**src/rtl/pipeline_ctrl_if.sv**
```systemverilog
// ----------------------------------------------------------------------------
// pipeline_ctrl_if
// Groups the hazard-controller signals between the pipeline datapath and
// pipeline_ctrl.
//   datapath -> ctrl : ICACHE_BUSY, DCACHE_BUSY, BRANCH_RES, EX_MEM_READ,
//                      EX_REG_WRITE, EX_RD, ID_RS1, ID_RS2, ID_USE_RS1,
//                      ID_USE_RS2
//   ctrl -> datapath : PC_HOLD, HOLD1..HOLD4, FLUSH1, FLUSH2, STALL_CNT,
//                      TIMEOUT, STATE_DBG (FSM state, 0 = INIT, 1 = RUN)
// There is no valid/ready handshake here: the busy inputs are level busy-waits
// that are sampled every cycle, and every output is a level that the datapath
// acts on at the next CLK edge.
// master = datapath side, slave = controller side.
// ----------------------------------------------------------------------------
interface pipeline_ctrl_if;
    logic        ICACHE_BUSY;
    logic        DCACHE_BUSY;
    logic        BRANCH_RES;
    logic [2:0]  EX_MEM_READ;
    logic        EX_REG_WRITE;
    logic [4:0]  EX_RD;
    logic [4:0]  ID_RS1;
    logic [4:0]  ID_RS2;
    logic        ID_USE_RS1;
    logic        ID_USE_RS2;

    logic        PC_HOLD;
    logic        HOLD1;
    logic        HOLD2;
    logic        HOLD3;
    logic        HOLD4;
    logic        FLUSH1;
    logic        FLUSH2;
    logic [15:0] STALL_CNT;
    logic        TIMEOUT;
    logic [0:0]  STATE_DBG;

    modport master (
        output ICACHE_BUSY, DCACHE_BUSY, BRANCH_RES, EX_MEM_READ, EX_REG_WRITE,
               EX_RD, ID_RS1, ID_RS2, ID_USE_RS1, ID_USE_RS2,
        input  PC_HOLD, HOLD1, HOLD2, HOLD3, HOLD4, FLUSH1, FLUSH2,
               STALL_CNT, TIMEOUT, STATE_DBG
    );

    modport slave (
        input  ICACHE_BUSY, DCACHE_BUSY, BRANCH_RES, EX_MEM_READ, EX_REG_WRITE,
               EX_RD, ID_RS1, ID_RS2, ID_USE_RS1, ID_USE_RS2,
        output PC_HOLD, HOLD1, HOLD2, HOLD3, HOLD4, FLUSH1, FLUSH2,
               STALL_CNT, TIMEOUT, STATE_DBG
    );
endinterface

```
**src/rtl/pipeline_ctrl.sv**
```systemverilog
// ----------------------------------------------------------------------------
// pipeline_ctrl
// Hazard / stall controller for a 5-stage pipeline.
//   CLK   : sole clock, all state updates on posedge
//   RESET : asynchronous, active-low
//   bus   : pipeline_ctrl_if.slave (hazard inputs, hold/flush outputs,
//           stall counter, memory-wait watchdog flag, FSM state debug)
// After reset the controller spends exactly 2 cycles in INIT, holding the PC
// and flushing IF/ID and ID/EX so the pipeline starts from bubbles. In RUN the
// hold/flush outputs follow a fixed priority: memory busy, branch, load-use,
// idle. All hold/flush outputs are combinational on state and inputs.
// ----------------------------------------------------------------------------
module pipeline_ctrl (
    input logic           CLK,
    input logic           RESET,
    pipeline_ctrl_if.slave bus
);
    localparam logic [0:0] ST_INIT = 1'b0;
    localparam logic [0:0] ST_RUN  = 1'b1;

    logic [0:0]  state;
    logic [1:0]  init_cnt;
    logic [7:0]  wait_cnt;
    logic [15:0] stall_cnt;
    logic        timeout;

    logic        busy;
    logic        load_use;
    logic        pc_hold;

    assign busy = bus.ICACHE_BUSY | bus.DCACHE_BUSY;

    // Load in EX whose destination is read by the instruction in ID. x0 never
    // creates a dependency.
    assign load_use = (bus.EX_MEM_READ != 3'd0) && bus.EX_REG_WRITE &&
                      (bus.EX_RD != 5'd0) &&
                      (((bus.EX_RD == bus.ID_RS1) && bus.ID_USE_RS1) ||
                       ((bus.EX_RD == bus.ID_RS2) && bus.ID_USE_RS2));

    always_comb begin
        pc_hold    = 1'b0;
        bus.HOLD1  = 1'b0;
        bus.HOLD2  = 1'b0;
        bus.HOLD3  = 1'b0;
        bus.HOLD4  = 1'b0;
        bus.FLUSH1 = 1'b0;
        bus.FLUSH2 = 1'b0;
        if (state == ST_INIT) begin
            pc_hold    = 1'b1;
            bus.FLUSH1 = 1'b1;
            bus.FLUSH2 = 1'b1;
        end else if (busy) begin
            // Freeze everything; a pending branch stays held in EX and is
            // acted on in the first non-busy cycle.
            pc_hold   = 1'b1;
            bus.HOLD1 = 1'b1;
            bus.HOLD2 = 1'b1;
            bus.HOLD3 = 1'b1;
            bus.HOLD4 = 1'b1;
        end else if (bus.BRANCH_RES) begin
            bus.FLUSH1 = 1'b1;
            bus.FLUSH2 = 1'b1;
        end else if (load_use) begin
            // Keep PC and IF/ID, insert one bubble into ID/EX. The bubble
            // clears EX_MEM_READ next cycle, so each load stalls only once.
            pc_hold    = 1'b1;
            bus.HOLD1  = 1'b1;
            bus.FLUSH2 = 1'b1;
        end
    end

    assign bus.PC_HOLD   = pc_hold;
    assign bus.STALL_CNT = stall_cnt;
    assign bus.TIMEOUT   = timeout;
    assign bus.STATE_DBG = state;

    always_ff @(posedge CLK or negedge RESET) begin
        if (!RESET) begin
            state     <= ST_INIT;
            init_cnt  <= 2'd2;
            wait_cnt  <= 8'd0;
            stall_cnt <= 16'd0;
            timeout   <= 1'b0;
        end else if (state == ST_INIT) begin
            init_cnt <= init_cnt - 2'd1;
            wait_cnt <= 8'd0;
            if (init_cnt == 2'd1) begin
                state <= ST_RUN;
            end
        end else begin
            if (pc_hold && (stall_cnt != 16'hFFFF)) begin
                stall_cnt <= stall_cnt + 16'd1;
            end
            if (busy) begin
                // The edge that finds the counter already at 255 with memory
                // still busy trips the watchdog; the counter itself stays at 255.
                if (wait_cnt == 8'hFF) begin
                    timeout <= 1'b1;
                end else begin
                    wait_cnt <= wait_cnt + 8'd1;
                end
            end else begin
                wait_cnt <= 8'd0;
            end
        end
    end
endmodule

```
**src/flat_wrapper.sv**
```systemverilog
// flat-port wrapper written by rule: the top's interface ports become plain ports
module pipeline_ctrl_flat 
  (CLK, RESET, bus_ICACHE_BUSY, bus_DCACHE_BUSY, bus_BRANCH_RES, bus_EX_MEM_READ, bus_EX_REG_WRITE, bus_EX_RD, bus_ID_RS1, bus_ID_RS2, bus_ID_USE_RS1, bus_ID_USE_RS2, bus_PC_HOLD, bus_HOLD1, bus_HOLD2, bus_HOLD3, bus_HOLD4, bus_FLUSH1, bus_FLUSH2, bus_STALL_CNT, bus_TIMEOUT, bus_STATE_DBG);
  pipeline_ctrl_if bus_i ();
  input logic CLK;
  input logic RESET;
  input wire logic [$bits(bus_i.ICACHE_BUSY)-1:0] bus_ICACHE_BUSY;
  input wire logic [$bits(bus_i.DCACHE_BUSY)-1:0] bus_DCACHE_BUSY;
  input wire logic [$bits(bus_i.BRANCH_RES)-1:0] bus_BRANCH_RES;
  input wire logic [$bits(bus_i.EX_MEM_READ)-1:0] bus_EX_MEM_READ;
  input wire logic [$bits(bus_i.EX_REG_WRITE)-1:0] bus_EX_REG_WRITE;
  input wire logic [$bits(bus_i.EX_RD)-1:0] bus_EX_RD;
  input wire logic [$bits(bus_i.ID_RS1)-1:0] bus_ID_RS1;
  input wire logic [$bits(bus_i.ID_RS2)-1:0] bus_ID_RS2;
  input wire logic [$bits(bus_i.ID_USE_RS1)-1:0] bus_ID_USE_RS1;
  input wire logic [$bits(bus_i.ID_USE_RS2)-1:0] bus_ID_USE_RS2;
  output wire logic [$bits(bus_i.PC_HOLD)-1:0] bus_PC_HOLD;
  output wire logic [$bits(bus_i.HOLD1)-1:0] bus_HOLD1;
  output wire logic [$bits(bus_i.HOLD2)-1:0] bus_HOLD2;
  output wire logic [$bits(bus_i.HOLD3)-1:0] bus_HOLD3;
  output wire logic [$bits(bus_i.HOLD4)-1:0] bus_HOLD4;
  output wire logic [$bits(bus_i.FLUSH1)-1:0] bus_FLUSH1;
  output wire logic [$bits(bus_i.FLUSH2)-1:0] bus_FLUSH2;
  output wire logic [$bits(bus_i.STALL_CNT)-1:0] bus_STALL_CNT;
  output wire logic [$bits(bus_i.TIMEOUT)-1:0] bus_TIMEOUT;
  output wire logic [$bits(bus_i.STATE_DBG)-1:0] bus_STATE_DBG;
  assign bus_i.ICACHE_BUSY = bus_ICACHE_BUSY;
  assign bus_i.DCACHE_BUSY = bus_DCACHE_BUSY;
  assign bus_i.BRANCH_RES = bus_BRANCH_RES;
  assign bus_i.EX_MEM_READ = bus_EX_MEM_READ;
  assign bus_i.EX_REG_WRITE = bus_EX_REG_WRITE;
  assign bus_i.EX_RD = bus_EX_RD;
  assign bus_i.ID_RS1 = bus_ID_RS1;
  assign bus_i.ID_RS2 = bus_ID_RS2;
  assign bus_i.ID_USE_RS1 = bus_ID_USE_RS1;
  assign bus_i.ID_USE_RS2 = bus_ID_USE_RS2;
  assign bus_PC_HOLD = bus_i.PC_HOLD;
  assign bus_HOLD1 = bus_i.HOLD1;
  assign bus_HOLD2 = bus_i.HOLD2;
  assign bus_HOLD3 = bus_i.HOLD3;
  assign bus_HOLD4 = bus_i.HOLD4;
  assign bus_FLUSH1 = bus_i.FLUSH1;
  assign bus_FLUSH2 = bus_i.FLUSH2;
  assign bus_STALL_CNT = bus_i.STALL_CNT;
  assign bus_TIMEOUT = bus_i.TIMEOUT;
  assign bus_STATE_DBG = bus_i.STATE_DBG;
  pipeline_ctrl u_core (.CLK(CLK), .RESET(RESET), .bus(bus_i));
endmodule
```
**config.mk**
```make
export PLATFORM = sky130hd
export DESIGN_NAME = pipeline_ctrl_flat
export DESIGN_NICKNAME = d
export VERILOG_FILES = /design/src/rtl/pipeline_ctrl_if.sv /design/src/rtl/pipeline_ctrl.sv /design/src/flat_wrapper.sv
export SDC_FILE = /design/constraint.sdc
export NUM_CORES = 1
export LEC_CHECK = 0
export BUFFER_PORTS_ARGS = -buffer_cell sky130_fd_sc_hd__buf_2
export CAP_MARGIN = 10
export CORE_MARGIN = 5
export CORE_UTILIZATION = 50
export DETAILED_ROUTE_END_ITERATION = 7
export PLACE_DENSITY = 0.79
export SLEW_MARGIN = 25
export SYNTH_ARGS = -nofsm -noshare
export SYNTH_HDL_FRONTEND = slang
export SYNTH_SLANG_ARGS = --single-unit
```
**constraint.sdc**
```tcl
create_clock -name CLK -period 4.43 [get_ports CLK]
set_clock_uncertainty 0.05 [all_clocks]
set_input_delay 0.886 -clock CLK [delete_from_list [all_inputs] [get_ports CLK]]
set_output_delay 0.886 -clock CLK [all_outputs]
set_load 0.02 [all_outputs]
```
* After elaboration in Yosys (flattened, before gate mapping) *
Index checks and enable logic that the tools add are counted.

operators by class
  equal/unequal tests = 6
  bitwise gates (word level) = 1
  multiplexer cells = 18
  div/mod/pow operators = 0
  $add $sub $neg = 3
  shift operators = 0
  order comparisons = 0
  reduce and logical (&&, ||, !) cells = 11
  $mul = 0

operators by type and width
  kind                                              number
  2-to-1 mux 8 bit                                  3
  adder 16 x 1 -> 16 bit, second input constant     1
  inequality test 16 bit, second input constant     1
  2-to-1 mux 1 bit                                  15
  == test 5 bit                                     2
  adder 8 x 1 -> 8 bit, second input constant       1
  == test 8 bit, second input constant              1
  logical AND 1 bit                                 6
  nonzero test 5 bit                                1
  inequality test 3 bit, second input constant      1
  AND reduction 3 bit                               1
  nonzero test 3 bit                                1
  == test 2 x 1 -> 1 bit, second input constant     1
  AND reduction 2 bit                               1
  subtractor 2 x 1 -> 2 bit, second input constant  1
  logical OR 1 bit                                  1
  OR 1 bit                                          1

word-level totals
  RAM bits = 0
  bits in registers = 28
  latch bits = 0
  ROM bits = 0
  memories = 0
  word-level logic and storage cells = 44

* Longest topological paths before layout *
  depth in word-level cells = 10
  gate-level depth with buffers = 8
  depth with buffers taken out = 7

* Least setup slack after synthesis *
Ideal clock, no wire load.

  path kind = input to output
  start = in bus_EX_RD[1]
  end = out bus_FLUSH2
  path slack = 1.577 ns
  arrival time = 1.917 ns
  stages on the path = 5
  buffers on the path = 0
  path through = xnor2_1 > nand4_1 > o22ai_1 > nand2_1 > o21ai_0

between the ends
  cells in the longest elaborated chain, start to end = 8

RTL lines
  item                                  RTL line                                  source
  from (decl)                           flat_wrapper.sv:12                        input wire logic [$bits(bus_i.EX_RD)-1:0] bus_EX_RD;
  == test 5 bit (on tied branches)      pipeline_ctrl.sv:37, pipeline_ctrl.sv:38
  logical AND 1 bit (on tied branches)  pipeline_ctrl.sv:37, pipeline_ctrl.sv:38
  logical OR 1 bit                      pipeline_ctrl.sv:37                       (((bus.EX_RD == bus.ID_RS1) && bus.ID_USE_RS1) ||
  logical AND 1 bit (*)                 pipeline_ctrl.sv:36                       (bus.EX_RD != 5'd0) &&
  2-to-1 mux 1 bit (*)                  pipeline_ctrl.sv:63                       end else if (load_use) begin
  2-to-1 mux 1 bit (*)                  pipeline_ctrl.sv:60                       end else if (bus.BRANCH_RES) begin
  2-to-1 mux 1 bit (*)                  pipeline_ctrl.sv:52                       end else if (busy) begin
  2-to-1 mux 1 bit (*)                  pipeline_ctrl.sv:48                       if (state == ST_INIT) begin
  to (decl)                             flat_wrapper.sv:23                        output wire logic [$bits(bus_i.FLUSH2)-1:0] bus_FLUSH2;

Every way passes the cells marked *; elsewhere a longest branch is shown, timed or not.

* Final worst setup path *
  start = in bus_EX_RD[1]
  end = out bus_PC_HOLD

between the ends
  cells in the longest elaborated chain, start to end = 8

RTL lines
  item                                  RTL line                                  source
  == test 5 bit (on tied branches)      pipeline_ctrl.sv:37, pipeline_ctrl.sv:38
  logical AND 1 bit (on tied branches)  pipeline_ctrl.sv:37, pipeline_ctrl.sv:38
  logical OR 1 bit                      pipeline_ctrl.sv:37
  logical AND 1 bit (*)                 pipeline_ctrl.sv:36
  2-to-1 mux 1 bit (*)                  pipeline_ctrl.sv:63
  2-to-1 mux 1 bit (*)                  pipeline_ctrl.sv:60
  2-to-1 mux 1 bit (*)                  pipeline_ctrl.sv:52
  2-to-1 mux 1 bit (*)                  pipeline_ctrl.sv:48
  to (decl)                             flat_wrapper.sv:17                        output wire logic [$bits(bus_i.PC_HOLD)-1:0] bus_PC_HOLD;

Marked as above.

==> run_results.csv <==
group,metric,value,unit
global_routing,first_global_vias,1280,
worst_setup_path,r2r_slack,2.16,ns
floorplan,start_util,50.8,%
global_routing,grt_pass1_wl,5.69,mm
sta,fmax,342,MHz
run_status,status,"finished, final reports clean",
cts,clk_pin_slew,0.15,ns
worst_setup_path,critPathCaptureType,"primary output",
cts,insertion_delay,0.33,ns
placement,dp.final_hpwl,2.54,mm
worst_setup_path,start_kind,"input port",
logic_synthesis,synthArstFlopShare,100,%
worst_setup_path,r2r_start,"u_core.bus.STALL_CNT[0]",
floorplan,core,2980,sq um
global_routing,track_usage,16.7,%
global_routing,grt_max_degree,29,
global_routing,antenna_found_initial,0,
logic_synthesis,syn-cell-area,1510,sq um
sta,finalSetupViolations,0,
sta,min_period,2.92,ns
detailed_routing,vias,1253,
worst_setup_path,reg2reg_depth,6,
worst_setup_path,critPathArrivalTime,1.99,ns
placement,port_buffers,50,
logic_synthesis,synth_nets,180,
cts,post_cts_buffers,0,
min_path,hold_path_end,"u_core.bus.STALL_CNT[6]",
sta,fin_ws,1.51,ns
power_and_ir_drop,vdd_drop_max,0.000327,V
sta,rsz0062_at_grt,"false",
cts,cts_buffers,3,
cts,post_cts_resized,0,
floorplan,fp.dieW,65.0,um
layout,fin_cells,235,
power_and_ir_drop,p_leak,0.918,nW
layout,final_common_cell,"buf_2",
worst_setup_path,r2r_end,"u_core.bus.STALL_CNT[1]",
worst_setup_path,cp_data_required_time,3.49,ns
layout,drive_above_1_share,32.2,%
floorplan,num_rows,20,
power_and_ir_drop,p_total,0.770,mW
logic_synthesis,synth_top_flop_cell,"dfrtp_1",
layout,area_growth,21.0,%
logic_synthesis,yosys-top-cells-area,"dfrtp_1 (45%), xnor2_1 (10%), xor2_1 (6.9%)",
layout,seq_area,702,sq um
layout,nets,232,
floorplan,io_pins,51,
detailed_routing,wl,3.20,mm
logic_synthesis,synth_top_area_share,44.7,%
layout,multi_input_area,758,sq um
global_routing,grt_overflow,0,
cts,cts_hold_buf,0,
cts,cts_sinks,28,
layout,layout_common_cells,"buf_2 (50), dfrtp_1 (27), xnor2_1 (18)",
cts,htree_levels,1,
cts,ctsLongestPathBuffers,2,
min_path,hold_depth,1,
layout,diodes,0,
detailed_routing,drc,0,
logic_synthesis,synth_cell_types,35,
cts,cts-root-buf,"clkbuf_4",
sta,maxSlewViolCount,0,
floorplan,chipHeight,65.0,um
worst_setup_path,path_max_fanout,3,
layout,utilization,61.5,%
detailed_routing,dr.first_iter.drc_count,40,
sta,post-route-period-util,66.0,%
power_and_ir_drop,power_density,421,nW/um^2
logic_synthesis,postSynthCellCount,151,
logic_synthesis,yosys.area.top_type,"dfrtp_1",
layout,fillers,254,
logic_synthesis,synth_edf_count,0,
logic_synthesis,yosysWarnings,0,
min_path,min_from,"u_core.bus.STALL_CNT[6]",
placement,place_inst,231,
detailed_routing,wl_per_cell,13.6,um
floorplan,dieArea,4230,sq um
detailed_routing,dr.pass1.iters,4,
sta,slew_headroom,59.6,%
detailed_routing,routed_via_density,5.33,
logic_synthesis,yosysSeqAreaShare,46.4,%
logic_synthesis,ys_ff_latch,28,
cts,tritoncts,"built",
placement,gp_congestion,0.814,
sta,finalSetupTns,0,ns
detailed_routing,ant_nets,0,
run,drv_cap,0,
min_path,hold_class,"reg -> reg",
placement,dp_slack,1.52,ns
worst_setup_path,path_class,"in -> out",
logic_synthesis,avgSynthCellArea,10.0,sq um
sta,finalHoldViolations,0,
sta,worst_pin_slew,0.605,ns
report_power, final:
group,internal [mW],total (mW),switching (mW)
clock,0.0916,0.168,0.0763
combinational,0.0993,0.238,0.139
sequential,0.305,0.365,0.0593
through the flow:
stage | instance area [sq um] | hold slack [ns]
6_report | 1830 | 0.446
5_1_grt | 1830 | 0.464
4_1_cts | 1830 | 0.454
3_5_place_dp | 1780 | 0.433
3_3_place_gp | 1780 | 0.403
2_1_floorplan | 1510 | 0.403
sequential cells by signal, summed over array words and instances, names as in the netlist:
register / cells
u_core.bus.STALL_CNT: 16
u_core.bus.STATE_DBG: 1
u_core.bus.TIMEOUT: 1
u_core.init_cnt: 2
u_core.wait_cnt: 8
worst max path at each step:
stage,start,to,cells after the start
3_3_place_gp,bus_EX_RD[1],bus_PC_HOLD,7
3_5_place_dp,bus_EX_RD[4],bus_PC_HOLD,7
5_1_grt,bus_EX_RD[2],bus_FLUSH2,7
6_report,bus_EX_RD[1],bus_PC_HOLD,7
4_1_cts,bus_EX_RD[1],bus_PC_HOLD,7
2_1_floorplan,bus_EX_RD[1],bus_FLUSH2,5
cells in the mapped netlist (3+ instances only):
cell type / count
nor3_1: 8
ha_1: 3
xnor2_1: 18
nor2_1: 15
xor2_1: 12
or2_2: 3
nand4_1: 6
dfrtp_1: 27
nand2_1: 11
inv_1: 7
o21ai_0: 4
nand3_1: 8
critical path, cell delays in order:
cell and delay [ns]:
buf_2 0.13, xnor2_1 0.16, nand4_1 0.13, o22ai_1 0.22, nand2_1 0.10, o211ai_1 0.17
buf_2 0.19
cell type report:
cell class	count	area share, %
clock buffers	3	1.23
repair buffers	50	13.7
well taps	33	2.26
multi-input cells	113	41.4
inverters	7	1.44
clock inverters	1	1.64
flip-flops and latches	28	38.3
cells by family after synthesis:
kind of cell | Yosys count | share of synthesized area (%)
flops | 28 | 46.4
xor+xnor | 30 | 17.4
compound gates | 12 | 5.21
buf+inv | 10 | 3.47
mux | 4 | 3.06
simple gates | 64 | 22.0
fa+ha+maj | 3 | 2.48
routing by layer:
layer	GRT usage (%)	wire, um	up-vias
met5	0	0	-
met4	4.22	37	0
met3	3.64	138	7
met2	28.0	1600	25
met1	22.0	1430	600
li1	-	-	621
(Power assumes the default switching activity.)
